File: src/rtl/pwm_dec_pkg.sv
// pwm_dec_pkg: shared state/slicer enums and saturation-limit helper for the PWM symbol decoder.
package pwm_dec_pkg;
    typedef enum logic [1:0] {ACQUIRE, LOW, HIGH} state_t;
    typedef enum logic [1:0] {LO, MID, HI} slice_t;
    function automatic logic [31:0] sat_max(input int w);
        return (w >= 32) ? '1 : (32'd1 << w) - 32'd1;
    endfunction
endpackage

File: src/rtl/pwm_symbol_decoder_if.sv
// pwm_symbol_decoder_if: sample stream in, decoded symbols and error strobes out, plus the live threshold.
interface pwm_symbol_decoder_if #(parameter int DATA_W = 16, parameter int SYM_W = 8);
    logic                     enable_counter;
    logic signed [DATA_W-1:0] ref_in;
    logic signed [DATA_W-1:0] data_in;
    logic signed [DATA_W-1:0] th;
    logic [SYM_W-1:0]         decoded_symbol;
    logic                     symbol_valid;
    logic                     runt_err;
    logic                     timeout_err;
    modport master (output enable_counter, ref_in, data_in,
                    input decoded_symbol, symbol_valid, runt_err, timeout_err, th);
    modport slave (input enable_counter, ref_in, data_in,
                   output decoded_symbol, symbol_valid, runt_err, timeout_err, th);
endinterface

File: src/rtl/pwm_slicer.sv
// pwm_slicer: hysteresis slicer; classifies a sample as LO/MID/HI against +/-(ref_in >>> HYST_SHIFT).
module pwm_slicer
    import pwm_dec_pkg::*;
#(
    parameter int DATA_W     = 16,
    parameter int HYST_SHIFT = 2
) (
    input  logic signed [DATA_W-1:0] data_in,
    input  logic signed [DATA_W-1:0] ref_in,
    output slice_t                   cls,
    output logic signed [DATA_W-1:0] th
);
    assign th  = ref_in[DATA_W-1] ? '0 : ref_in >>> HYST_SHIFT;
    assign cls = (data_in > th) ? HI : (data_in < -th) ? LO : MID;
endmodule

File: src/rtl/pwm_symbol_decoder.sv
// pwm_symbol_decoder: measures positive pulse widths and quantises them into symbols.
// Build option PWM_DEC_ROUND_EN rounds the quantisation to the nearest step instead of truncating.
module pwm_symbol_decoder
    import pwm_dec_pkg::*;
#(
    parameter int DATA_W     = 16,
    parameter int CNT_W      = 12,
    parameter int SYM_W      = 8,
    parameter int MIN_WIDTH  = 4,
    parameter int STEP_SHIFT = 2,
    parameter int HYST_SHIFT = 2
) (
    input logic clock,
    input logic reset,
    pwm_symbol_decoder_if.slave bus
);
    localparam logic [CNT_W-1:0] CNT_MAX = CNT_W'(sat_max(CNT_W));
    localparam logic [31:0]      SYM_MAX = sat_max(SYM_W);
    slice_t           cls;
    state_t           state, state_n;
    logic [CNT_W-1:0] cnt, cnt_n;
    logic [SYM_W-1:0] sym, sym_n;
    logic             valid, valid_n, runt, runt_n, tout, tout_n;
    logic [CNT_W:0]   diff, s;
    pwm_slicer #(.DATA_W(DATA_W), .HYST_SHIFT(HYST_SHIFT)) u_slicer (
        .data_in(bus.data_in),
        .ref_in (bus.ref_in),
        .cls    (cls),
        .th     (bus.th)
    );
    always_comb begin
        diff = {1'b0, cnt} - (CNT_W+1)'(MIN_WIDTH);
`ifdef PWM_DEC_ROUND_EN
        s = (diff + (CNT_W+1)'((2**STEP_SHIFT) / 2)) >> STEP_SHIFT;
`else
        s = diff >> STEP_SHIFT;
`endif
    end
    // A crossing out of LOW or HIGH restarts the count; otherwise count or time out at saturation.
    always_comb begin
        state_n = state;
        cnt_n   = cnt;
        sym_n   = sym;
        valid_n = 1'b0;
        runt_n  = 1'b0;
        tout_n  = 1'b0;
        if (bus.enable_counter) begin
            if (state == ACQUIRE) begin
                if (cls == LO) begin
                    state_n = LOW;
                    cnt_n   = CNT_W'(1);
                end
            end else if ((state == LOW) ? (cls == HI) : (cls == LO)) begin
                state_n = (state == LOW) ? HIGH : LOW;
                cnt_n   = CNT_W'(1);
                if (state != LOW) begin
                    runt_n  = cnt < CNT_W'(MIN_WIDTH);
                    valid_n = !runt_n;
                    sym_n   = runt_n ? sym : (32'(s) > SYM_MAX) ? SYM_W'(SYM_MAX) : SYM_W'(s);
                end
            end else if (cnt == CNT_MAX) begin
                state_n = ACQUIRE;
                cnt_n   = '0;
                tout_n  = 1'b1;
            end else begin
                cnt_n = cnt + 1'b1;
            end
        end
    end
    always_ff @(posedge clock) begin
        if (reset) begin
            state <= ACQUIRE;
            cnt   <= '0;
            sym   <= '0;
            valid <= 1'b0;
            runt  <= 1'b0;
            tout  <= 1'b0;
        end else begin
            state <= state_n;
            cnt   <= cnt_n;
            sym   <= sym_n;
            valid <= valid_n;
            runt  <= runt_n;
            tout  <= tout_n;
        end
    end
    assign bus.decoded_symbol = sym;
    assign bus.symbol_valid   = valid;
    assign bus.runt_err       = runt;
    assign bus.timeout_err    = tout;
endmodule

File: src/flat_wrapper.sv
// flat-port wrapper written by rule: the top's interface ports become plain ports
module pwm_symbol_decoder_flat import pwm_dec_pkg::*;
#(
    parameter int DATA_W     = 16,
    parameter int CNT_W      = 12,
    parameter int SYM_W      = 8,
    parameter int MIN_WIDTH  = 4,
    parameter int STEP_SHIFT = 2,
    parameter int HYST_SHIFT = 2
)
  (clock, reset, bus_enable_counter, bus_ref_in, bus_data_in, bus_decoded_symbol, bus_symbol_valid, bus_runt_err, bus_timeout_err, bus_th);
  pwm_symbol_decoder_if #(.DATA_W(DATA_W), .SYM_W(SYM_W)) bus_i ();
  input logic clock;
  input logic reset;
  input wire logic [$bits(bus_i.enable_counter)-1:0] bus_enable_counter;
  input wire logic [$bits(bus_i.ref_in)-1:0] bus_ref_in;
  input wire logic [$bits(bus_i.data_in)-1:0] bus_data_in;
  output wire logic [$bits(bus_i.decoded_symbol)-1:0] bus_decoded_symbol;
  output wire logic [$bits(bus_i.symbol_valid)-1:0] bus_symbol_valid;
  output wire logic [$bits(bus_i.runt_err)-1:0] bus_runt_err;
  output wire logic [$bits(bus_i.timeout_err)-1:0] bus_timeout_err;
  output wire logic [$bits(bus_i.th)-1:0] bus_th;
  assign bus_i.enable_counter = bus_enable_counter;
  assign bus_i.ref_in = bus_ref_in;
  assign bus_i.data_in = bus_data_in;
  assign bus_decoded_symbol = bus_i.decoded_symbol;
  assign bus_symbol_valid = bus_i.symbol_valid;
  assign bus_runt_err = bus_i.runt_err;
  assign bus_timeout_err = bus_i.timeout_err;
  assign bus_th = bus_i.th;
  pwm_symbol_decoder #(.DATA_W(DATA_W), .CNT_W(CNT_W), .SYM_W(SYM_W), .MIN_WIDTH(MIN_WIDTH), .STEP_SHIFT(STEP_SHIFT), .HYST_SHIFT(HYST_SHIFT)) u_core (.clock(clock), .reset(reset), .bus(bus_i));
endmodule
File: config.mk
export PLATFORM = sky130hd
export DESIGN_NAME = pwm_symbol_decoder_flat
export DESIGN_NICKNAME = d
export VERILOG_FILES = /design/src/rtl/pwm_dec_pkg.sv /design/src/rtl/pwm_symbol_decoder_if.sv /design/src/rtl/pwm_slicer.sv /design/src/rtl/pwm_symbol_decoder.sv /design/src/flat_wrapper.sv
export SDC_FILE = /design/constraint.sdc
export NUM_CORES = 1
export LEC_CHECK = 0
export ABC_AREA = 0
export BUFFER_PORTS_ARGS = -buffer_cell sky130_fd_sc_hd__buf_2
export CORE_UTILIZATION = 47
export DETAILED_ROUTE_END_ITERATION = 12
export GPL_ROUTABILITY_DRIVEN = 0
export PLACE_DENSITY = 0.77
export SYNTH_ARGS = -nofsm -noshare
export SYNTH_HDL_FRONTEND = slang
export SYNTH_SLANG_ARGS = --single-unit
File: constraint.sdc
create_clock -name clock -period 5.2 [get_ports clock]
set_clock_uncertainty 0.2 [all_clocks]
set_input_delay 1.04 -clock clock [delete_from_list [all_inputs] [get_ports clock]]
set_output_delay 1.04 -clock clock [all_outputs]
set_load 0.02 [all_outputs]
# After elaboration in Yosys (flattened, before gate mapping)
# Index checks and enable logic that the tools add are counted.
totals:
  ff_bits: 25
  input_bits: 35
  output_inout_bits: 27
  wordCells: 47
classes:
  add_sub_neg: 3
  magnitude_cmp: 4
  n_eq_ne: 5
  mux: 15
  n_bitwise: 5
  n_reduce_logical: 9
op_table:
  columns: ["cell", "count"]
  rows:
  - ["$mux 12", 4]
  - ["$gt 16x14->1", 1]
  - ["$lt 16x16->1", 1]
  - ["$neg 13->16", 1]
  - ["$mux 13", 1]
  - ["$sub 12x3->13 const B", 1]
  - ["$add 12x1->12 const B", 1]
  - ["$eq 12x12->1 const B", 1]
  - ["$lt 12x3->1 const B", 1]
  - ["$mux 2", 6]
  - ["$gt 11x8->1 const B", 1]
  - ["$mux 8", 1]
  - ["$not 1->1", 5]
  - ["$reduce_and 5->1", 1]
  - ["$reduce_or 5->1", 1]
  - ["$logic_not 2->1", 2]
  - ["$reduce_or 4->1", 1]
  - ["$mux 1", 3]
  - ["$reduce_and 3->1", 1]
  - ["$reduce_bool 3->1", 1]
  - ["$eq 2x1->1 const B", 1]
  - ["$eq 2x2->1 const B", 1]
  - ["$ne 2x1->1 const B", 1]
  - ["$ne 2x2->1 const B", 1]
  - ["2 further kinds", 2]

# Depth between registers and ports, before layout
# Gate-level depths: netlist of the first run.
depth:
  word_depth: 9
  depth_mapped: 19
  mapped_depth_nobuf: 16

# Cells and area by module
# Synthesis of the first run repeated with hierarchy kept, for this count alone.
hier_totals:
  cells_unflattened: 280
  area_unflattened_um2: 2343.5
by_module_without_submodules:
  columns: ["mod", "instances", "cells_each", "area_per_inst_um2", "seq_area_each_um2"]
  rows:
  - ["pwm_symbol_decoder", 1, 143, 1306.3, 500.5]
  - ["pwm_slicer", 1, 137, 1037.2, 0.0]

# Worst setup path before layout of the first run
# OpenSTA, ideal clock, no wires.
synth_timing:
  path_kind: "input to register"
  startpoint: "input port bus_ref_in[15]"
  endpoint: "register u_core.sym[4], in the netlist u_core.bus.decoded_symbol[4]"
  setup_time_ns: 0.091
  arrival_ns: 4.162
  required_time_ns: 4.909
  setup_slack_ns: 0.747
  path_stages: 19
  n_path_buf: 3
  path_cell_list: "clkbuf_1 > nand2b_1 > inv_1 > nor2_1 > nand3_1 > or2_2 > o41ai_1 > o21ai_0 > ha_1 > a21o_1 > nand2_1 > nand3b_1 > a311o_1 > a21oi_2 > and4_4 > buf_6 > buf_8 > nor2_1 > a311oi_1"
synth_between:
  elab_chain_cells: 8
  word_cells_on_any_way: 10
  classes_between: "1 x add/sub; 2 x order compare; 1 x eq/ne; 4 x mux; 2 x reduce/logical"
synth_rtl:
  columns: ["element", "line", "source"]
  rows:
  - ["start, declared", "flat_wrapper.sv:16", "input wire logic [$bits(bus_i.ref_in)-1:0] bus_ref_in;"]
  - ["$mux 13 (*)", "pwm_slicer.sv:13", "assign th = ref_in[DATA_W-1] ? '0 : ref_in >>> HYST_SHIFT;"]
  - ["via bus_th[2]", "flat_wrapper.sv:22", "output wire logic [$bits(bus_i.th)-1:0] bus_th;"]
  - ["$neg 13->16", "pwm_slicer.sv:14", "assign cls = (data_in > th) ? HI : (data_in < -th) ? LO : MID;"]
  - ["$lt 16x16->1", "pwm_slicer.sv:14", null]
  - ["$mux 1", "pwm_slicer.sv:14", null]
  - ["$mux 2 (*)", "pwm_slicer.sv:14", null]
  - ["$eq 2x2->1 / $logic_not 2->1 (equally long branches)", "pwm_symbol_decoder.sv:53", "end else if ((state == LOW) ? (cls == HI) : (cls == LO)) begin"]
  - ["$mux 1 (*)", "pwm_symbol_decoder.sv:53", null]
  - ["$reduce_and 5->1 (no line) (*)", null, null]
  - ["end signal, assigned", "pwm_symbol_decoder.sv:81", "sym <= sym_n;"]
  - ["end, declared", "pwm_symbol_decoder.sv:22", "logic [SYM_W-1:0] sym, sym_n;"]
# Mark *: on every way through the listed nets, which the timed path passes. The rest lies on a longest branch.
# A chain may end at the register's enable or synchronous reset.

# Worst setup path in the final report of the first run
layout_timing:
  startpoint: "input port bus_ref_in[15]"
  endpoint: "register u_core.cnt[11]"
layout_between:
  elab_chain_cells: 9
  word_cells_on_any_way: 13
  classes_between: "1 x add/sub; 2 x order compare; 2 x eq/ne; 6 x mux; 2 x reduce/logical"
layout_rtl:
  columns: ["element", "line", "source"]
  rows:
  - ["$mux 13 (*)", "pwm_slicer.sv:13", null]
  - ["$neg 13->16", "pwm_slicer.sv:14", null]
  - ["$lt 16x16->1", "pwm_slicer.sv:14", null]
  - ["$mux 1", "pwm_slicer.sv:14", null]
  - ["$mux 2 (*)", "pwm_slicer.sv:14", null]
  - ["$eq 2x2->1 / $logic_not 2->1 (equally long branches)", "pwm_symbol_decoder.sv:53, pwm_symbol_decoder.sv:49", null]
  - ["$mux 1", "pwm_symbol_decoder.sv:53", null]
  - ["$mux 12", "pwm_symbol_decoder.sv:53", null]
  - ["$mux 12", "pwm_symbol_decoder.sv:48", "if (state == ACQUIRE) begin"]
  - ["end signal, assigned", "pwm_symbol_decoder.sv:80", "cnt <= cnt_n;"]
  - ["end, declared", "pwm_symbol_decoder.sv:21", "logic [CNT_W-1:0] cnt, cnt_n;"]
# Every way passes the cells marked *; elsewhere a longest branch is shown, timed or not.

==> out/qor.yml, run 1 <==
outcome:
  status: "finished clean"
finish:
  antenna_cells: 0
  finalNetCount: 420
  final_util_pct: 57.1
  final_cells: 418
  post-route-cell-area_mm2: 0.00271
  syn2layout_area_growth_pct: 16.1
  drive_above_1_share_pct: 20.8
global_routing:
  overflow: 0
  grt_use_total_pct: 19.7
  grt_max_degree: 17
  grt_pass1_vias: 2035
  antenna_found_initial: 0
  grt_pass1_wl_um: 8610
timing:
  setup_tns_ns: 0
  rsz0062_at_grt: "no"
  min_period_over_period_pct: 86.6
  report.final.slew_viol_count: 0
  setup_viol: 0
  period_needed_ns: 4.50
  fmax_mhz: 222
  worst_slew_pin_slew_ns: 0.488
  timing_hold_violations_final: 0
  slew_headroom_pct: 66.7
setup_path:
  reg2regPathDepth: 8
  path_buf_inv: 1
  reg2reg_slack_ns: 2.57
  crit_required_ns: 5.21
  worst_setup_path_end_kind: "flip-flop"
  slowest_stage: "or2_2"
  path_delay_family: "simple AND/OR/NAND/NOR gates"
  cp_max_fo: 13
  slowest_delay_ns: 0.38
  r2r_end: "u_core.bus.decoded_symbol[1]$_SDFFE_PP0P_"
  crit_chain: "buf_2 -> nand2b_1 -> ha_1 -> nand3_1 -> or2_2 -> o41ai_1 -> o21ai_0 -> ha_1 -> nand4_1 -> a21oi_1 -> a311o_1 -> a311oi_2 -> nand2_1 -> or3_1 -> a21oi_1"
  rr_startpoint: "u_core.cnt[2]$_SDFFE_PP0P_"
  cp.arrival_ns: 4.51
  startpoint_type: "primary input"
  crit_type: "in2reg"
cts:
  postCtsSetupRepairBufs: 0
  htree_levels: 1
  cts.sinks: 25
  cts_tree: "built"
  post_cts_resized: 0
  clk_path_buf_depth: 2
  cts_hold_buf: 0
  cts_buffers: 3
  clock_latency_ns: 0.27
  cts-root-buf: "clkbuf_8"
  clk_pin_slew_ns: 0.09
floorplanning:
  dieArea_mm2: 0.00526
  die_w_um: 72.5
  num_rows: 25
  coreArea_mm2: 0.00475
  initial_utilization_pct: 49.2
  io_pins: 62
  dieHeight_um: 72.5
yosys:
  synth-seq-cells: 25
  synth_warnings: 0
  avgSynthCellArea_um2: 7.90
  ys_top_cells_by_area: "dfxtp_1 (21%), ha_1 (18%), xnor2_1 (5.2%)"
  async_reset_ff_share_pct: 0
  netlist.area_leader.share_pct: 21.4
  ys_types: 52
  synth_edf_count: 0
  seq_area_frac_synth_pct: 21.4
  syn_inst: 296
  yosysTopAreaCell: "dfxtp_1"
  ys.flop_type: "dfxtp_1"
  syn_area_mm2: 0.00234
job:
  cap_violations: 0
pwr:
  p_total_mw: 0.442
  p_leak_nw: 1.30
  power_density_mw_per_mm2: 163
  vdd_drop_max_mv: 0.0969
placed_design:
  placedCellCount: 414
  dp_hpwl_um: 4100
  io_buffers: 56
  placed_area_mm2: 0.00267
hold_path:
  hold_class: "reg2reg"
  hold_path_end: "u_core.bus.decoded_symbol[5]$_SDFFE_PP0P_"
  min-delay-start: "u_core.bus.decoded_symbol[5]$_SDFFE_PP0P_"
  hold_depth: 2
detailed_routing:
  wl_per_cell_um: 11.8
  drtPass1Iterations: 4
  drtIter0Drc: 47
  num_vias: 2248
  drc_errors: 0
  routed_wl_um: 4950
  viasPerCell: 5.38
  ant_nets: 0
-- sequential cells by signal, indices dropped and copies added (netlist names) --
register,count
u_core.cnt,12
u_core.bus.decoded_symbol,8
u_core.state,2
u_core.bus.runt_err,1
u_core.bus.symbol_valid,1
u_core.bus.timeout_err,1
-- metal layers --
| metal | wire (µm) | global-route usage [%] | vias to the layer above |
|---|---|---|---|
| met4 | 51 | 3.49 | 0 |
| met2 | 2200 | 34.7 | 44 |
| met3 | 180 | 2.50 | 9 |
| met5 | 0 | 0 | - |
| met1 | 2510 | 26.0 | 1021 |
| li1 | - | - | 1174 |
-- layout make-up --
| type | count | area (µm²) |
|---|---|---|
| inverters | 25 | 93.8 |
| repair buffers | 60 | 310 |
| fillers | 454 | 2040 |
| well taps | 67 | 83.8 |
| clock inverters | 1 | 5.00 |
| clock buffers | 3 | 41.3 |
| flip-flops and latches | 25 | 500 |
| multi-input cells | 237 | 1680 |
-- cells in the final DEF, fill, tap and decap left out, drive strengths merged, types with 11 or more instances in the layout --
cell type	synthesis	routed
dfxtp	25	25
a21oi	13	13
nand3	13	13
ha	33	33
buf	6	60
inv	25	25
nand2b	16	16
o21ai	11	11
xnor2	14	14
nor2	28	28
nand2	21	21
-- cells in the mapped netlist (all sizes together) (4+ instances only) --
master / number
a21oi: 13
a311oi: 9
a31oi: 4
and3: 5
buf: 6
clkbuf: 5
dfxtp: 25
ha: 33
inv: 25
nand2: 21
nand2b: 16
nand3: 13
nand3b: 4
nand4: 9
nor2: 28
nor2b: 4
nor3: 10
o21ai: 11
or4: 4
xnor2: 14
xor2: 6
-- how the worst max path moves through the flow --
| stage | startpoint | end | slack (ns) | depth (start not counted) |
|---|---|---|---|---|
| 6_report | bus_ref_in[15] | u_core.cnt[11]$_SDFFE_PP0P_ | 0.70 | 15 |
| 5_1_grt | bus_ref_in[15] | u_core.cnt[11]$_SDFFE_PP0P_ | 0.39 | 15 |
| 4_1_cts | bus_ref_in[15] | u_core.cnt[11]$_SDFFE_PP0P_ | 0.67 | 15 |
| 3_5_place_dp | bus_ref_in[15] | u_core.cnt[11]$_SDFFE_PP0P_ | 0.40 | 15 |
| 3_3_place_gp | bus_ref_in[15] | u_core.cnt[11]$_SDFFE_PP0P_ | 0.45 | 17 |
| 2_1_floorplan | bus_ref_in[15] | u_core.bus.decoded_symbol[4]$_SDFFE_PP0P_ | 0.75 | 19 |
-- through the flow --
stage / worst slack [ns] / hold WS [ns]
after global placement: 0.454 / 0.280
final: 0.696 / 0.299
after CTS: 0.670 / 0.299
after floorplan: 0.747 / 0.258
after global routing: 0.392 / 0.328
after detailed placement: 0.403 / 0.284
-- worst reg2reg max path, cell delays in order, from the launching register on --
cell      delay [ns]
dfxtp_1         0.38
inv_1           0.12
ha_1            0.23
inv_1           0.08
or3_1           0.32
xor2_1          0.16
or4_1           0.51
o31a_1          0.28
a311oi_1        0.25
-- logic make-up (layout without fill, tap and decap cells) --
kind of cell               Yosys count  after routing  share of synthesized area [%]
xor gates and xnor gates            20             20                           7.49
AOI/OAI and AO/OA                   55             55                           16.9
buffers and inverters               36             89                           7.12
and+or+nand+nor                    126            126                           29.2
other                                1              3                          0.160
DFF                                 25             25                           21.4
adders and majority gates           33             33                           17.7
-- power breakdown --
part	leakage (nW)	total (mW)	internal [mW]	switching, mW
logic	1.08	0.132	0.0561	0.0758
clock network	0.0255	0.116	0.0537	0.0627
registers	0.202	0.194	0.192	0.00133
No activity file was read; power rests on OpenSTA's default activity.
==> run 2: changes to the inputs <==
--- a/config.mk
+++ b/config.mk
@@ -10,7 +10,7 @@
 export CORE_UTILIZATION = 47
 export DETAILED_ROUTE_END_ITERATION = 12
 export GPL_ROUTABILITY_DRIVEN = 0
-export PLACE_DENSITY = 0.77
+export PLACE_DENSITY = 0.72
 export SYNTH_ARGS = -nofsm -noshare
 export SYNTH_HDL_FRONTEND = slang
 export SYNTH_SLANG_ARGS = --single-unit
==> out/qor.yml, run 2 (synthesized netlist as in run 1, its figures left out) <==
detailed_routing:
  ant_nets: 0  # unchanged
  routed_wl_um: 5090  # +2.9%
  num_vias: 2233  # -0.67%
  viasPerCell: 5.30  # -1.4%
  drtPass1Iterations: 4  # unchanged
  wl_per_cell_um: 12.1  # +2.1%
  drtIter0Drc: 61  # +30%
  drc_errors: 0  # unchanged
global_routing:
  antenna_found_initial: 0  # unchanged
  grt_use_total_pct: 20.0  # +0.32 points
  grt_pass1_wl_um: 8560  # -0.57%
  overflow: 0  # unchanged
  grt_pass1_vias: 2019  # -0.79%
  grt_max_degree: 17  # unchanged
outcome:
  status: "finished clean"
cts:
  cts-root-buf: "clkbuf_8"
  clk_path_buf_depth: 2  # unchanged
  cts_buffers: 3  # unchanged
  postCtsSetupRepairBufs: 0  # unchanged
  post_cts_resized: 0  # unchanged
  clk_pin_slew_ns: 0.09  # about the same
  cts_hold_buf: 0  # unchanged
  clock_latency_ns: 0.27  # about the same
  cts_tree: "built"
  htree_levels: 1  # unchanged
  cts.sinks: 25  # unchanged
pwr:
  p_switching_mw: 0.141  # +0.98%
  power_density_mw_per_mm2: 164  # +0.37%
  p_total_mw: 0.447  # +1.2%
  vdd_drop_max_mv: 0.120  # +24%
  swShare_pct: 31.6  # -0.054 points
  pwr-share-clk_pct: 26.3  # about the same
  p_leak_nw: 1.32  # +0.84%
  p_comb_share_pct: 30.3  # +0.5 points
  pwr-share-seq_pct: 43.3  # -0.5 points
  power_report.internal_total_mw: 0.306  # +1.2%
finish:
  largest_register_ffs: 12  # unchanged
  antenna_cells: 0  # unchanged
  syn2layout_area_growth_pct: 17.0
  layout_commonest_cell: "buf_2"
  drive_above_1_share_pct: 21.2  # +0.39 points
  regMostFlops: "u_core.cnt"
  finalNetCount: 423  # +0.71%
  final_util_pct: 57.5  # +0.45 points
  most-common-layout-cells: "buf_2 (56), ha_1 (33), nor2_1 (28), inv_1 (25), dfxtp_1 (25)"
  final_cells: 421  # +0.72%
  post-route-cell-area_mm2: 0.00273  # +0.78%
floorplanning:
  dieArea_mm2: 0.00526  # unchanged
  coreArea_mm2: 0.00475  # unchanged
  num_rows: 25  # unchanged
  io_pins: 62  # unchanged
  die_w_um: 72.5  # unchanged
  initial_utilization_pct: 49.2  # unchanged
  dieHeight_um: 72.5  # unchanged
placed_design:
  io_buffers: 56  # unchanged
  pre_cts_slack_ns: 0.366  # -0.0365 ns
  placed_area_mm2: 0.00269  # +0.84%
  dp_hpwl_um: 4220  # +3.0%
  placedCellCount: 417  # +0.72%
setup_path:
  worst_setup_path_end_kind: "flip-flop"
  slowest_stage: "a311oi_2"
  cp.arrival_ns: 4.58  # +0.07 ns
  crit_type: "in2reg"
  cp_max_fo: 13  # unchanged
  crit_chain: "buf_2 -> nand2b_1 -> ha_1 -> nand3_1 -> or2_2 -> o41ai_1 -> o21ai_0 -> ha_1 -> nand4_1 -> a21oi_1 -> a311o_1 -> a311oi_2 -> nand2_1 -> or3_1 -> a21oi_1"
  startpoint_type: "primary input"
  crit_required_ns: 5.21  # about the same
  slowest_delay_ns: 0.44  # +0.06 ns
timing:
  setup_viol: 0  # unchanged
  timing.final.ws_setup_ns: 0.632  # -0.0637 ns
  rsz0062_at_grt: "no"
  setup_tns_ns: 0  # unchanged
  min_period_over_period_pct: 87.8  # +1.2 points
  whs_ns: 0.300  # +0.000630 ns
  period_needed_ns: 4.57  # +0.0637 ns
  worst_slew_pin_slew_ns: 0.520  # +0.0329 ns
  timing_hold_violations_final: 0  # unchanged
  slew_headroom_pct: 64.4  # -2.2 points
  fmax_mhz: 219  # -1.4%
  report.final.slew_viol_count: 0  # unchanged
job:
  cap_violations: 0  # unchanged
hold_path:
  hold_class: "reg2reg"
## run 2: layout make-up
| type | instances | area (µm²) |
|---|---|---|
| clock buffers | 4 | 45.0 |
| fillers | 476 | 2020 |
| inverters | 25 | 93.8 |
| multi-input cells | 237 | 1680 |
| flip-flops and latches | 25 | 500 |
| well taps | 67 | 83.8 |
| repair buffers | 63 | 333 |
## run 2: per-layer routing
metal	track usage, %	vias to the layer above	share of wire (%)
met1	27.4	994	52
li1	-	1178	-
met2	33.0	54	43
met5	0	-	0
met3	3.61	7	4.3
met4	3.92	0	1.2
## run 2: critical path, delay by kind of cell
family / cells / cell delay, ns
buf+inv: 1 / 0.18
compound gates: 6 / 1.43
simple gates: 6 / 1.36
fa+ha+maj: 2 / 0.56
## run 2: path summary, 6_finish.rpt
check	from	end	slack, ns	cells after the start
max	bus_ref_in[15]	u_core.cnt[11]$_SDFFE_PP0P_	0.63	15
min	u_core.bus.decoded_symbol[2]$_SDFFE_PP0P_	u_core.bus.decoded_symbol[2]$_SDFFE_PP0P_	0.30	2
max reg2reg	u_core.cnt[2]$_SDFFE_PP0P_	u_core.bus.decoded_symbol[0]$_SDFFE_PP0P_	2.52	8
min reg2reg	u_core.bus.decoded_symbol[2]$_SDFFE_PP0P_	u_core.bus.decoded_symbol[2]$_SDFFE_PP0P_	0.30	2
## run 2: power by group through the flow
stage                     Sequential (mW)  Clock [mW]  Combinational (mW)
after floorplan                     0.198           0              0.0918
after global placement              0.198           0               0.132
after detailed placement            0.198           0               0.135
after CTS                           0.194       0.120               0.136
after global routing                0.194       0.126               0.153
final                               0.194       0.118               0.136
